<file path="src/rtl/pix_stream_tx.sv">
// Unpacks 32-bit DMA words into a stream of 8-bit gray pixels for the filter,
// tracking row/frame position and flagging frames whose length does not match.
module pix_stream_tx #(
  parameter int LINE_W    = 1024,
  parameter int FRAME_PIX = 1048576
) (
  input  logic        clk,
  input  logic        rst_n,
  input  logic [31:0] s_axi_data,
  input  logic [3:0]  s_axi_keep,
  input  logic        s_axi_last,
  input  logic        s_axi_valid,
  output logic        s_axi_ready,
  output logic [7:0]  axi_data_out,
  output logic [3:0]  axi_keep,
  output logic        axi_last,
  output logic        axi_valid,
  input  logic        gauss_axi_ready,
  output logic        frame_done,
  output logic        frame_err
);

  localparam int COL_W = (LINE_W > 1) ? $clog2(LINE_W) : 1;
  localparam int PIX_W = (FRAME_PIX > 1) ? $clog2(FRAME_PIX) : 1;
  localparam logic [COL_W-1:0] COL_MAX = COL_W'(LINE_W - 1);
  localparam logic [PIX_W-1:0] PIX_MAX = PIX_W'(FRAME_PIX - 1);

  logic [31:0]      holdData_q, holdData_d;
  logic [3:0]       holdMask_q, holdMask_d;
  logic             holdLast_q, holdLast_d;
  logic [COL_W-1:0] col_q, col_d;
  logic [PIX_W-1:0] pix_q, pix_d;
  logic             done_q, done_d;
  logic             err_q, err_d;

  logic [3:0] selOneHot;
  logic [7:0] selByte;
  logic [3:0] remainMask;
  logic       beatFire;
  logic       finalByte;
  logic       wordAccept;
  logic       emptyLast;

  // Lowest pending byte is always the one on the output; skipped bytes never cost a cycle.
  always_comb begin
    selOneHot = 4'b0000;
    selByte   = holdData_q[7:0];
    if (holdMask_q[0]) begin
      selOneHot = 4'b0001;
      selByte   = holdData_q[7:0];
    end else if (holdMask_q[1]) begin
      selOneHot = 4'b0010;
      selByte   = holdData_q[15:8];
    end else if (holdMask_q[2]) begin
      selOneHot = 4'b0100;
      selByte   = holdData_q[23:16];
    end else if (holdMask_q[3]) begin
      selOneHot = 4'b1000;
      selByte   = holdData_q[31:24];
    end
  end

  assign axi_valid    = |holdMask_q;
  assign axi_keep     = {3'b000, axi_valid};
  assign axi_data_out = axi_valid ? selByte : 8'h00;
  assign axi_last     = axi_valid && (col_q == COL_MAX);
  assign frame_done   = done_q;
  assign frame_err    = err_q;

  assign remainMask  = holdMask_q & ~selOneHot;
  assign beatFire    = axi_valid && gauss_axi_ready;
  assign finalByte   = beatFire && (remainMask == 4'b0000);
  assign s_axi_ready = rst_n && ((holdMask_q == 4'b0000) || finalByte);
  assign wordAccept  = s_axi_valid && s_axi_ready;
  assign emptyLast   = wordAccept && (s_axi_keep == 4'b0000) && s_axi_last;

  // Frame bookkeeping: a full count always completes the frame; a last-flagged word
  // ending early, or a count wrapping before the last flag, is reported as an error.
  always_comb begin
    holdData_d = holdData_q;
    holdMask_d = holdMask_q;
    holdLast_d = holdLast_q;
    col_d      = col_q;
    pix_d      = pix_q;
    done_d     = 1'b0;
    err_d      = 1'b0;

    if (beatFire) begin
      holdMask_d = remainMask;
      if (pix_q == PIX_MAX) begin
        pix_d  = '0;
        col_d  = '0;
        done_d = 1'b1;
        if (!(holdLast_q && finalByte)) begin
          err_d = 1'b1;
        end
      end else if (holdLast_q && finalByte) begin
        pix_d = '0;
        col_d = '0;
        err_d = 1'b1;
      end else begin
        pix_d = pix_q + PIX_W'(1);
        col_d = (col_q == COL_MAX) ? '0 : col_q + COL_W'(1);
      end
    end

    if (wordAccept) begin
      holdData_d = s_axi_data;
      holdMask_d = s_axi_keep;
      holdLast_d = s_axi_last;
    end

    if (emptyLast) begin
      pix_d = '0;
      col_d = '0;
      err_d = 1'b1;
    end
  end

  always_ff @(posedge clk or negedge rst_n) begin
    if (!rst_n) begin
      holdData_q <= '0;
      holdMask_q <= '0;
      holdLast_q <= 1'b0;
      col_q      <= '0;
      pix_q      <= '0;
      done_q     <= 1'b0;
      err_q      <= 1'b0;
    end else begin
      holdData_q <= holdData_d;
      holdMask_q <= holdMask_d;
      holdLast_q <= holdLast_d;
      col_q      <= col_d;
      pix_q      <= pix_d;
      done_q     <= done_d;
      err_q      <= err_d;
    end
  end

endmodule

</file>
<file path="config.mk">
export PLATFORM = sky130hd
export DESIGN_NAME = pix_stream_tx
export DESIGN_NICKNAME = d
export VERILOG_FILES = /design/src/rtl/pix_stream_tx.sv
export SDC_FILE = /design/constraint.sdc
export NUM_CORES = 1
export LEC_CHECK = 0
export CORE_ASPECT_RATIO = 0.7
export CORE_MARGIN = 2
export CORE_UTILIZATION = 45
export CTS_BUF_LIST = sky130_fd_sc_hd__clkbuf_4 sky130_fd_sc_hd__clkbuf_8
export CTS_CLUSTER_DIAMETER = 80
export DETAILED_ROUTE_END_ITERATION = 10
export PLACE_DENSITY_LB_ADDON = 0.05
export SLEW_MARGIN = 40
export SYNTH_ARGS = -nofsm -noshare
export SYNTH_HDL_FRONTEND = slang
export SYNTH_SLANG_ARGS = --single-unit
</file>
<file path="constraint.sdc">
create_clock -name clk -period 2.53 [get_ports clk]
set_input_delay 0.3795 -clock clk [delete_from_list [all_inputs] [get_ports clk]]
set_output_delay 0.3795 -clock clk [all_outputs]
set_load 0.005 [all_outputs]
</file>
# Yosys cells after proc, flatten, opt, wreduce, memory -nomap -nowiden
# Index checks and enable logic that the tools add are counted.
[totals]
ff_bits = 69
elab_cells = 55
out_inout_bits = 17
inputBits = 41
[op_classes]
reduce_logical = 15
n_eq_ne = 2
add_sub_neg = 2
n_bitwise = 2
muxes = 27
[op_table]
columns = ["cell", "count"]
rows = [
  ["two-way mux 20 bit", 4],
  ["two-way mux 10 bit", 5],
  ["two-way mux 8 bit", 5],
  ["two-way mux 4 bit", 6],
  ["adder 20 x 1 -> 20 bit, second input constant", 1],
  ["== test 20 bit, second input constant", 1],
  ["logical NOT 4 bit", 3],
  ["adder 10 x 1 -> 10 bit, second input constant", 1],
  ["== test 10 bit, second input constant", 1],
  ["logical AND 1 bit", 8],
  ["two-way mux 1 bit", 7],
  ["AND 4 bit", 1],
  ["inverter 4 bit", 1],
  ["nonzero test 2 bit", 2],
  ["OR reduction 4 bit", 1],
  ["logical OR 1 bit", 1],
]

# Depth between registers and ports, before layout
[logic_depth]
ltp_word = 14
mapped_depth = 8
mapped_depth_nobuf = 7

# Least setup slack after synthesis
# OpenSTA, ideal clock, no wires.
[synth_path]
kind = "register to register"
start = "register holdMask_q[3]"
end = "register holdData_q[13]"
stages_incl_launch_ff = 7
path_slack_ps = 414
required_time_ps = 2405
period_less_slack_ps = 2116
setup_time_ps = 125
path_buffers = 2
t_arrival_ps = 1991
cell_sequence = "dfrtp_1 -> buf_2 -> or3b_2 -> a2111oi_2 -> nor2_2 -> clkbuf_1 -> mux2_2"
[synth_via]
elab_chain_cells = 11
elab_cells_between_ends = 14
classes_between = "mux: 4; bitwise: 2; reduce/logical: 8"
[synth_rtl]
columns = ["element", "line", "text"]
rows = [
  ["start: declaration", "29", "logic [3:0] holdMask_q, holdMask_d;"],
  ["start signal: assignment", "131", "holdMask_q <= holdMask_d;"],
  ["two-way mux 4 bit", "57", "end else if (holdMask_q[3]) begin"],
  ["two-way mux 4 bit", "54", "end else if (holdMask_q[2]) begin"],
  ["two-way mux 4 bit", "51", "end else if (holdMask_q[1]) begin"],
  ["two-way mux 4 bit", "48", "if (holdMask_q[0]) begin"],
  ["inverter 4 bit", "70", "assign remainMask = holdMask_q & ~selOneHot;"],
  ["AND 4 bit", "70", ""],
  ["logical NOT 4 bit", "72", "assign finalByte = beatFire && (remainMask == 4'b0000);"],
  ["logical AND 1 bit", "72", ""],
  ["logical OR 1 bit *", "73", "assign s_axi_ready = rst_n && ((holdMask_q == 4'b0000) || finalByte);"],
  ["logical AND 1 bit *", "73", ""],
  ["logical AND 1 bit *", "74", "assign wordAccept = s_axi_valid && s_axi_ready;"],
  ["end signal: assignment", "130", "holdData_q <= holdData_d;"],
  ["end: declaration", "28", "logic [31:0] holdData_q, holdData_d;"],
]
# Every way passes the cells marked *; elsewhere a longest branch is shown, timed or not.
# A chain may end at the register's enable or synchronous reset.

# Worst setup path after layout
[layout_path]
start = "register holdMask_q[2]"
end = "output port axi_data_out[5]"
[layout_via]
elab_chain_cells = 4
elab_cells_between_ends = 5
classes_between = "mux: 4; reduce/logical: 1"
[layout_rtl]
columns = ["element", "line", "text"]
rows = [
  ["two-way mux 8 bit", "54", ""],
  ["two-way mux 8 bit", "51", ""],
  ["two-way mux 8 bit", "48", ""],
  ["two-way mux 8 bit *", "65", "assign axi_data_out = axi_valid ? selByte : 8'h00;"],
  ["end: declaration", "14", "output logic [7:0] axi_data_out,"],
]
# Marked as above.

==> impl_results.md <==
- Status: finished clean
- Clock Sinks: 69
- Cells after Synth: 338
- TritonRoute pass-1 iters: 4
- Critical path's slowest cell: dfrtp_2
- Primary FF master, synth: dfrtp_1
- Switch share: 33.1%
- Setup crit start kind: register
- Nets: 458
- Starting Density: 46.9%
- Largest family of logic cells by synthesized area: simple AND/OR/NAND/NOR gates
- Number of synthesized flops with an enable pin: 0
- Post-synthesis area per instance: 10.2 sq um
- Cell repeated most along the worst path: nor2_1
- Comb pwr share: 41.7%
- Worst Path Max Fanout: 6
- Max Slew Vio Count: 0
- PortBufs: 54
- Full die area: 8400 sq um
- CTS Buffer Depth: 2
- Sequential area share after synthesis: 50.0%
- Die Wd: 109 microns
- Post-layout min period: 2.45 ns
- Tcrit/Tclk final: 96.7%
- Skew final: 0.00680 ns
- Worst-margin pin slew: 0.762 ns
- Area added between synthesis and finish: 30.9%
- Grt total ovfl: 0
- Internal power: 3.09 mW
- Sequential share of power: 38.0%
- Endpoints failing setup: 0
- Largest net degree at the start of global routing: 50
- Worst-path clk slew: 0.07 ns
- Crit path buf inv count: 2
- N_diodes: 0
- Post-synthesis compound-gate area fraction: 8.70%
- Final Hold Fails: 0
- PD cells: 1020 nW/um^2
- Cts hold-fix bufs: 0
- Share of layout cells above drive strength 1: 22.7%
- DR vias/cell: 5.31
- Psw: 1.53 mW
- FF+latch count, synth: 69
- Power Total: 4.62 mW
- Critical Path RT: 2.15 ns
- Final HPWL DP: 5.53 mm
- Simple-gate share of the synthesized area: 19.3%
- Ys Warns: 0
- Worst-path cell chain: buf_4 > nor2b_4 > a22oi_1 > nor2_1 > a221oi_1 > nor2_1 > clkdlybuf4s50_1
- Critical path arrival: 2.07 ns
- Post-synth ARST share: 100%
- Unique masters post-synth: 43
- Top cells by area, synth: dfrtp_1 50%, mux2_2 11%, nor2_1 5.1%
- Drt total wl: 7.98 mm
- # rows: 26
- First-pass GRT wire length: 13.6 mm
- CTS tree: yes
- Post-synthesis mux area share: 12.3%
- H-tree depth: 3
- Mapped Area: 3450 sq um
- Max Cap Viol: 0
- Root Driver: clkbuf_8
- GRT Util Overall: 21.2%
- Total leakage power: 2.04 nW
- Unrepaired setup endpoints after global routing: yes
- Yosys top cell area share: 50.0%
- Critical setup path kind: reg -> out
- CP peak stage delay: 0.44 ns
- Adder-Cell Fraction of Synth Area: 0.725%
- Initial antenna violation count: 0
- Initial drt markers: 90
- DRC errors left: 0
- Worst Hold Slack: 0.0460 ns
- Worst-skew pair later-pin latency: 0.36 ns
- Top delay family on crit path: buffers and inverters
- Worst IR Drop VDD: 0.540 mV
- Number of I/O pins: 58
- Core area: 7350 sq um
- Hold Path Class: in -> async
- Crit path capture type: output pin
- Total CTS buffers: 9
- Largest area contributor in the netlist: dfrtp_1
- Die height: 77.3 microns
- Fmax achieved: 409 MHz
- Relative slew slack: 49.0%
- Wirelength per Cell: 15.5 microns
- Placer Congestion: 0.827
- XOR/XNOR Fraction of Synth Area: 5.33%
- Vias in the first global route: 2688
- Clock group share of total power: 20.3%
- Vias post-DR: 2742
- Final ANT Viol Nets: 0
## through the flow
step / worst slack (ns) / cell area [sq um] / utilization (%) / TNS (ns) / std cells
after global placement: -0.00953 / 4220 / 57.4 / -0.00953 / 496
final: 0.0839 / 4520 / 61.4 / 0 / 516
after detailed placement: -0.0366 / 4220 / 57.4 / -0.0366 / 496
after floorplan: 0.414 / 3460 / - / 0 / 340
after CTS: 0.0208 / 4430 / 60.3 / 0 / 511
after global routing: -0.0420 / 4520 / 61.4 / -0.0850 / 516
## per-layer routing
metal	routed length [microns]	part of all wire, %	up-vias	track usage, %
li1	-	-	1348	-
met1	4180	52	1331	32.9
met2	3310	41	56	27.5
met3	420	5.3	7	7.48
met4	76	0.95	0	5.38
met5	0	0	-	0
## state kept, by name, summed over array words and instances, names as in the netlist
register and cells:
col_q 10, frame_done 1, holdData_q 32, frame_err 1, holdMask_q 4, holdLast_q 1, pix_q 20
## final timing paths
path / from / end / slack, ns / depth (start not counted)
min: rst_n / pix_q[2]$_DFFE_PN0P_ / 0.05 / 2
max in group asynchronous: rst_n / col_q[0]$_DFFE_PN0P_ / 1.90 / 2
max reg2reg: holdMask_q[2]$_DFFE_PN0P_ / col_q[9]$_DFFE_PN0P_ / 0.27 / 8
min in group clk: holdData_q[9]$_DFFE_PN0P_ / holdData_q[9]$_DFFE_PN0P_ / 0.50 / 1
min reg2reg: holdData_q[9]$_DFFE_PN0P_ / holdData_q[9]$_DFFE_PN0P_ / 0.50 / 1
max: holdMask_q[2]$_DFFE_PN0P_ / axi_data_out[5] / 0.08 / 7
## placed cells by master, fill, tap and decap left out, drive strengths merged, types with 2 or more instances in the layout
| cell | instances |
|---|---|
| nand2 | 26 |
| a22oi | 6 |
| or2 | 2 |
| nand4 | 7 |
| a21oi | 9 |
| clkbuf | 13 |
| xor2 | 15 |
| dlymetal6s2s | 3 |
| nor2 | 48 |
| mux2 | 34 |
| a31oi | 5 |
| o21ai | 10 |
| nor4 | 3 |
| inv | 7 |
| nand3b | 2 |
| conb | 3 |
| and4 | 2 |
| ha | 2 |
| a221oi | 6 |
| nand3 | 16 |
| and3 | 9 |
| buf | 31 |
| nor2b | 2 |
| nand4b | 3 |
| nor3 | 9 |
| clkdlybuf4s50 | 49 |
| or3 | 2 |
| mux2i | 4 |
| dfrtp | 69 |
| or4 | 3 |
| xnor2 | 6 |
## synthesized netlist by cell type (5+ instances only)
library cell / instances
dfrtp_1: 69
nor2_1: 47
mux2_2: 34
nand2_1: 26
nand3_1: 16
xor2_1: 15
clkbuf_1: 11
o21ai_0: 10
a21oi_1: 9
and3_1: 9
nor3_1: 9
nand4_1: 7
a221oi_1: 6
a22oi_1: 6
inv_1: 6
xnor2_1: 6
a31oi_1: 5
buf_2: 5
## kinds of logic (layout without fill, tap and decap cells)
logic type,Yosys count,after routing
other cells,1,3
fa+ha+maj,2,2
flops,69,69
mux,38,38
compound gates,43,43
xor+xnor,21,21
simple gates,137,137
buf+inv,27,105
## worst register-to-register path, stage by stage (launching register included)
cell	delay, ns
dfrtp_2	0.44
buf_4	0.14
buf_4	0.13
xnor2_1	0.14
nor3_1	0.06
o311a_1	0.32
or2_1	0.29
or4_1	0.49
a31oi_1	0.18
## what timing repair did
action,CTS,global route
buffers inserted,1,5
resized for setup,5,13
pin swaps,0,1
cloned,0,0
endpoints found under the setup margin,9,12
## final cells by class
type,instances,area [sq um]
inverters,7,26.3
multi-input cells,244,1650
flip-flops and latches,69,1730
fillers,641,2840
well taps,98,123
repair buffers,84,779
clock inverters,1,30.0
clock buffers,13,173
## power by group through the flow
stage	clock network [mW]	registers, mW	logic, mW
floorplan	0	1.65	1.14
global placement	0	1.75	1.80
detailed placement	0	1.76	1.81
CTS	0.963	1.74	1.84
global route	1.01	1.80	2.13
finish	0.938	1.76	1.92
Note: power is estimated with default switching activity, not from simulation.
